### config.mk
export PLATFORM = sky130hd
export DESIGN_NAME = adder_arbiter
export DESIGN_NICKNAME = d
export VERILOG_FILES = /design/src/rtl/adder_arbiter.sv
export SDC_FILE = /design/constraint.sdc
export NUM_CORES = 1
export LEC_CHECK = 0
export BUFFER_PORTS_ARGS = -buffer_cell sky130_fd_sc_hd__buf_2
export CORE_ASPECT_RATIO = 1.75
export CORE_MARGIN = 2
export CORE_UTILIZATION = 42
export DETAILED_ROUTE_END_ITERATION = 6
export GPL_TIMING_DRIVEN = 0
export PLACE_DENSITY = 0.76
export SKIP_LAST_GASP = 1
export SYNTH_ARGS = -nofsm -noshare
export SYNTH_HDL_FRONTEND = slang
export SYNTH_SLANG_ARGS = --single-unit
### constraint.sdc
create_clock -name clk -period 3 [get_ports clk]
set_clock_uncertainty 0.05 [all_clocks]
set_input_delay 0.45 -clock clk [delete_from_list [all_inputs] [get_ports clk]]
set_output_delay 0.45 -clock clk [all_outputs]
set_load 0.05 [all_outputs]
### src/rtl/adder_arbiter.sv
// Round-robin arbiter sharing one registered WIDTH-bit adder between N_REQ requesters.
// One transaction in flight: IDLE (grant) -> EXEC (add) -> RESP (hold until accepted).
module adder_arbiter #(
    parameter int unsigned N_REQ = 4,
    parameter int unsigned WIDTH = 32,
    parameter int unsigned ID_W  = 2
) (
    input  logic                     clk,
    input  logic                     reset_n,
    input  logic [N_REQ-1:0]         req_valid,
    output logic [N_REQ-1:0]         req_ready,
    input  logic [N_REQ*WIDTH-1:0]   req_a,
    input  logic [N_REQ*WIDTH-1:0]   req_b,
    output logic                     rsp_valid,
    input  logic                     rsp_ready,
    output logic [ID_W-1:0]          rsp_id,
    output logic [WIDTH-1:0]         rsp_sum,
    output logic                     rsp_carry,
    output logic                     busy
);

    localparam int unsigned IDX_W = ID_W + 1;

    typedef enum logic [1:0] {
        IDLE = 2'd0,
        EXEC = 2'd1,
        RESP = 2'd2
    } state_e;

    state_e            state_q;
    state_e            state_d;
    logic [ID_W-1:0]   rr_ptr_q;
    logic [ID_W-1:0]   rr_next;
    logic [ID_W-1:0]   id_q;
    logic [ID_W-1:0]   winner;
    logic              found;
    logic [IDX_W-1:0]  idx;
    logic [WIDTH-1:0]  a_q;
    logic [WIDTH-1:0]  b_q;
    logic [WIDTH-1:0]  a_sel;
    logic [WIDTH-1:0]  b_sel;
    logic [WIDTH-1:0]  sum_q;
    logic              carry_q;
    logic              grant;
    logic              ack;

    // Round-robin scan starting at rr_ptr; idx is kept one bit wider so the wrap is a subtract.
    always_comb begin
        winner = '0;
        found  = 1'b0;
        idx    = '0;
        for (int unsigned i = 0; i < N_REQ; i++) begin
            idx = {1'b0, rr_ptr_q} + IDX_W'(i);
            if (idx >= IDX_W'(N_REQ)) begin
                idx = idx - IDX_W'(N_REQ);
            end
            if (!found && req_valid[idx[ID_W-1:0]]) begin
                winner = idx[ID_W-1:0];
                found  = 1'b1;
            end
        end
    end

    // Operand mux for the granted requester.
    always_comb begin
        a_sel = '0;
        b_sel = '0;
        for (int unsigned i = 0; i < N_REQ; i++) begin
            if (ID_W'(i) == winner) begin
                a_sel = req_a[i*WIDTH +: WIDTH];
                b_sel = req_b[i*WIDTH +: WIDTH];
            end
        end
    end

    always_ff @(posedge clk or negedge reset_n) begin
        if (!reset_n) begin
            state_q <= IDLE;
        end else begin
            state_q <= state_d;
        end
    end

    // Next state plus the grant/accept strobes that steer the datapath.
    always_comb begin
        state_d = state_q;
        grant   = 1'b0;
        ack     = 1'b0;
        case (state_q)
            IDLE: begin
                if (found) begin
                    grant   = 1'b1;
                    state_d = EXEC;
                end
            end
            EXEC: state_d = RESP;
            RESP: begin
                if (rsp_ready) begin
                    ack     = 1'b1;
                    state_d = IDLE;
                end
            end
            default: state_d = IDLE;
        endcase
    end

    // Grant is gated by reset_n so req_ready reads zero while reset is held.
    always_comb begin
        req_ready = '0;
        if (grant && reset_n) begin
            req_ready = N_REQ'(1) << winner;
        end
    end

    assign rr_next = (id_q == ID_W'(N_REQ - 1)) ? '0 : id_q + ID_W'(1);

    always_ff @(posedge clk or negedge reset_n) begin
        if (!reset_n) begin
            a_q      <= '0;
            b_q      <= '0;
            id_q     <= '0;
            sum_q    <= '0;
            carry_q  <= 1'b0;
            rr_ptr_q <= '0;
        end else begin
            if (grant) begin
                a_q  <= a_sel;
                b_q  <= b_sel;
                id_q <= winner;
            end
            if (state_q == EXEC) begin
                {carry_q, sum_q} <= {1'b0, a_q} + {1'b0, b_q};
            end
            if (ack) begin
                rr_ptr_q <= rr_next;
            end
        end
    end

    assign rsp_valid = (state_q == RESP);
    assign busy      = (state_q != IDLE);
    assign rsp_id    = id_q;
    assign rsp_sum   = sum_q;
    assign rsp_carry = carry_q;

endmodule

==> out/results.md <==
| Step | Parameter | Reported |
| --- | --- | --- |
| clock tree | TritonCTS clock tree | built |
| die | Area of the core region | 0.01754 mm2 |
| die | Starting density of the core | 43.09% |
| worst setup path | Critical path peak fanout | 3 |
| worst setup path | CP max-delay cell | dfrtp_1 |
| routing | Vias per cell | 5.409 |
| synthesis | Syn_area_per_cell | 6.938 um2 |
| synthesis | Area fraction in and, or, nand and nor cells after synthesis | 33.48% |
| routing | Vias | 8865 |
| timing | Tmin final | 2.952 ns |
| clock tree | Total clock sinks | 103 |
| place | Post-Place Cells | 1624 |
| place | Number of buffer cells added on primary ports | 303 |
| synthesis | Compound-cell area share of the yosys netlist | 20.37% |
| timing | Max Transition Viols Final | 0 |
| clock tree | Number of hold-repair buffers added at the cts stage | 0 |
| routing | Wire length per cell | 17.78 um |
| synthesis | Top-count cell post-synth | nand2_1 |
| synthesis | Dominant combinational cell family by area after synthesis | simple AND/OR/NAND/NOR gates |
| worst setup path | Source of the critical timing path | a_q[0] |
| synthesis | Synth cell types | 71 |
| synthesis | Number of instances in the synthesized netlist | 1089 |
| pwr | Maximum vdd ir drop | 0.4819 mV |
| timing | Setup_tns | 0 ns |
| layout | Layout cell share with drive strength beyond 1 | 25.94% |
| layout | Non-filler instance count after layout | 1639 |
| clock tree | Root cell of the clock tree | clkbuf_16 |
| synthesis | Largest area contributor in the synthesized netlist | dfrtp_1 |
| pwr | Final Power | 12.05 mW |
| timing | Min setup slack post-route | 0.04822 ns |
| worst setup path | Worst path cell trace | ha_2 -> fa_2 -> a211oi_2 -> o211ai_2 -> a2111oi_4 -> buf_4 -> o31ai_2 -> a21oi_2 -> nor4b_1 -> or3_1 |
| global routing | Pin count of the biggest net entering global routing | 70 |
| global routing | Grt total ovfl | 0 |
| routing | Iteration-0 DRC Markers | 489 |
| worst setup path | Endpoint kind of the worst setup timing path | register |
| worst setup path | CP Class | register to register |
| timing | Setup violations, final | 0 |
| run | Max-capacitance violation count | 0 |
| worst setup path | Source of the worst register-to-register timing path | a_q[0] |
| clock tree | Number of H-tree levels | 3 |
| synthesis | Post-synthesis sequential area ratio | 34.11% |
| global routing | Initial antenna violation count | 3 |
| die | DIE HEIGHT | 181.4 um |
| clock tree | Clock insertion delay at the later pin of the skew report | 0.35 ns |
| min path | HP Class | input port to async pin |
| timing | Headroom to the max-slew limit | 47.70% |
| worst setup path | Number of buffers and inverters on the critical path | 1 |
| worst setup path | Worst Reg-to-Reg Cells | 10 |
| pwr | Power per standard cell area | 1233 mW/mm2 |
| outcome | Violated checks | hold timing |
| die | Die outline area | 0.01912 mm2 |
| layout | Number of nets in the finished design | 1700 |
| clock tree | Maximum count of clock buffers along a single path | 2 |
| clock tree | Clock slew seen by the registers of the worst setup and hold paths | 0.07 ns |
| synthesis | Synth warn | 0 |
| worst setup path | Reg-to-reg setup timing slack | 0.05 ns |
| timing | Final number of hold-violating endpoints | 1 |
| die | Die span in x | 105.4 um |
| worst setup path | CP required | 3.18 ns |
| global routing | Number of global-route vias before repair | 8620 |
| die | Number of rows created at floorplan | 64 |
| synthesis | Post-Synthesis Cell Area | 0.007556 mm2 |
| place | Hpwl dp | 24210 um |
| worst setup path | CP delay by family, top | compound AO/OA/AOI/OAI gates |
| synthesis | Most frequent cells after synthesis | 240 x nand2_1, 213 x nor2_1, 155 x o21ai_0 |
| layout | Layout fillers | 1799 |
| synthesis | Area contributors post-synth | dfrtp_1 34%, nand2_1 12%, nor2_1 11% |
| synthesis | Xor/xnor share of the synthesized area | 1.623% |
| routing | Post-Route WL | 29140 um |
| synthesis | Proportion of netlist area held by the largest area contributor | 34.11% |
| synthesis | Top FF cell, synth | dfrtp_1 |
| place | Placed Area | 0.009392 mm2 |
| routing | Antenna Violating Nets Remaining | 0 |
| global routing | Global-route usage over all layers | 29.71% |
| worst setup path | Endpoint of the worst-slack reg-to-reg timing path | rsp_sum[22] |
| outcome | Result of the run | complete, but fails checks |
| timing | Worst Hold Margin | -0.00002864 ns |
| layout | Summed area of non-filler cells in the final layout | 0.009772 mm2 |
| synthesis | Flip-flop and latch count after synthesis | 103 |
| timing | Measured slew at the worst slew-check pin | 0.7845 ns |
| layout | Syn-to-layout area delta | 29.33% |
| timing | RSZ-0062 raised after global routing | true |
| pwr | Total leakage power | 4.870 nW |
| routing | First-pass iteration count of the detailed router | 5 |
| clock tree | Clock buffers created by TritonCTS | 9 |
| layout | Utilization after layout | 55.72% |
| worst setup path | Delay contributed by the slowest stage of the critical path | 0.41 ns |
| worst setup path | CP Depth | 10 |
| synthesis | Share of flip-flops with an asynchronous set or reset | 100.0% |
| place | Gpl congestion | 0.9320 |
| die | Number of top-level design ports | 304 |
| worst setup path | Destination of the critical timing path | rsp_sum[22] |
| worst setup path | Arr. time, crit path | 3.13 ns |
| synthesis | Nets in the synthesized netlist | 1386 |
| timing | Max Fclk | 338.8 MHz |
| worst setup path | Crit start category | register |
| place | Pre-CTS setup slack | -0.3462 ns |
| synthesis | Share of cell area taken by muxes after synthesis | 0.2815% |
| synthesis | Post-synth EDFFs | 0 |
| global routing | Global-route wire length before repair | 44480 um |
| timing | Period utilization | 98.39% |
| synthesis | Adder-cell share of the synthesized area | 5.729% |
| routing | DRC violation count after routing | 0 |
[routing by layer]
layer  vias to the layer above  track usage, %  wire (um)
met5                         -               0         38
met4                         6           11.84       1097
met3                        57           3.625       1337
met2                       331           57.03      15860
met1                      4130           32.35      10800
li1                       4341               -          -
[cell families (layout without fill, tap and decap cells)]
logic type	count (synthesis)	count (layout)
AND/OR/NAND/NOR	595	595
AO/OA/AOI/OAI	261	261
XOR/XNOR	14	14
multiplexers	2	2
buffers and inverters	80	398
adder cells (fa/ha/maj)	34	34
flip-flops	103	103
other	0	1
[worst register-to-register path, stage by stage, from the launching register on]
cell	delay, ns
dfrtp_1	0.41
ha_2	0.22
fa_2	0.38
a211oi_2	0.29
o211ai_2	0.18
a2111oi_4	0.37
buf_4	0.19
o31ai_2	0.11
a21oi_2	0.22
nor4b_1	0.07
or3_1	0.37
[registers in the layout, indices dropped and copies added, names as in the netlist]
name	cells
rsp_id	2
a_q	32
rsp_carry	1
state_q	2
rsp_sum	32
rr_ptr_q	2
b_q	32
[layout by cell type, fill, tap and decap left out, drive strengths merged, types with 3 or more instances in the layout]
master,n
nand2b,8
ha,33
and2,3
a21oi,30
nor4,4
inv,11
o21bai,5
and3,8
o31ai,7
xnor2,7
a211oi,7
nand2,240
o21a,6
nor3b,4
nor2b,5
dfrtp,103
nor3,9
xor2,7
nor2,213
or3,5
a21o,11
o21ai,165
a31oi,3
nand4,6
clkbuf,62
nand3,77
o211ai,6
buf,322
nand3b,3
[power breakdown]
part           switching, mW  internal [mW]  leakage, nW
sequential             0.466           2.13         1.25
clock                  0.502          0.687        0.145
combinational           5.48           2.78         3.47
[worst min-delay path by stage]
stage                     startpoint          to  cells past startpoint
after detailed placement     reset_n  state_q[1]                      1
after floorplan              reset_n      a_q[0]                      0
final                        reset_n  state_q[1]                      1
after CTS                    reset_n  state_q[1]                      1
after global placement    rsp_sum[5]  rsp_sum[5]                      1
after global routing         reset_n  state_q[1]                      1
[cell type report]
cell class                 instances  area, um2  share of cell area [%]
antenna                            1      2.502                 0.02561
inverter                          11      41.29                  0.4225
tap                              231      289.0                   2.958
sequential                       103       2577                   26.38
clock buffer                      12      256.5                   2.625
clock inverter                     3      42.54                  0.4353
buffer                            64      285.3                   2.919
timing repair buffer             308       1582                   16.18
multi-input combinational        906       4696                   48.05
[what timing repair did]
item / in CTS / in global routing
pin swaps: 4 / 5
gates cloned: 0 / 0
setup endpoints to repair: 8 / 12
gates resized for setup: 10 / 11
hold endpoints to repair: 0 / 0
buffers inserted: 2 / 2
No activity file was read; power rests on OpenSTA's default activity.
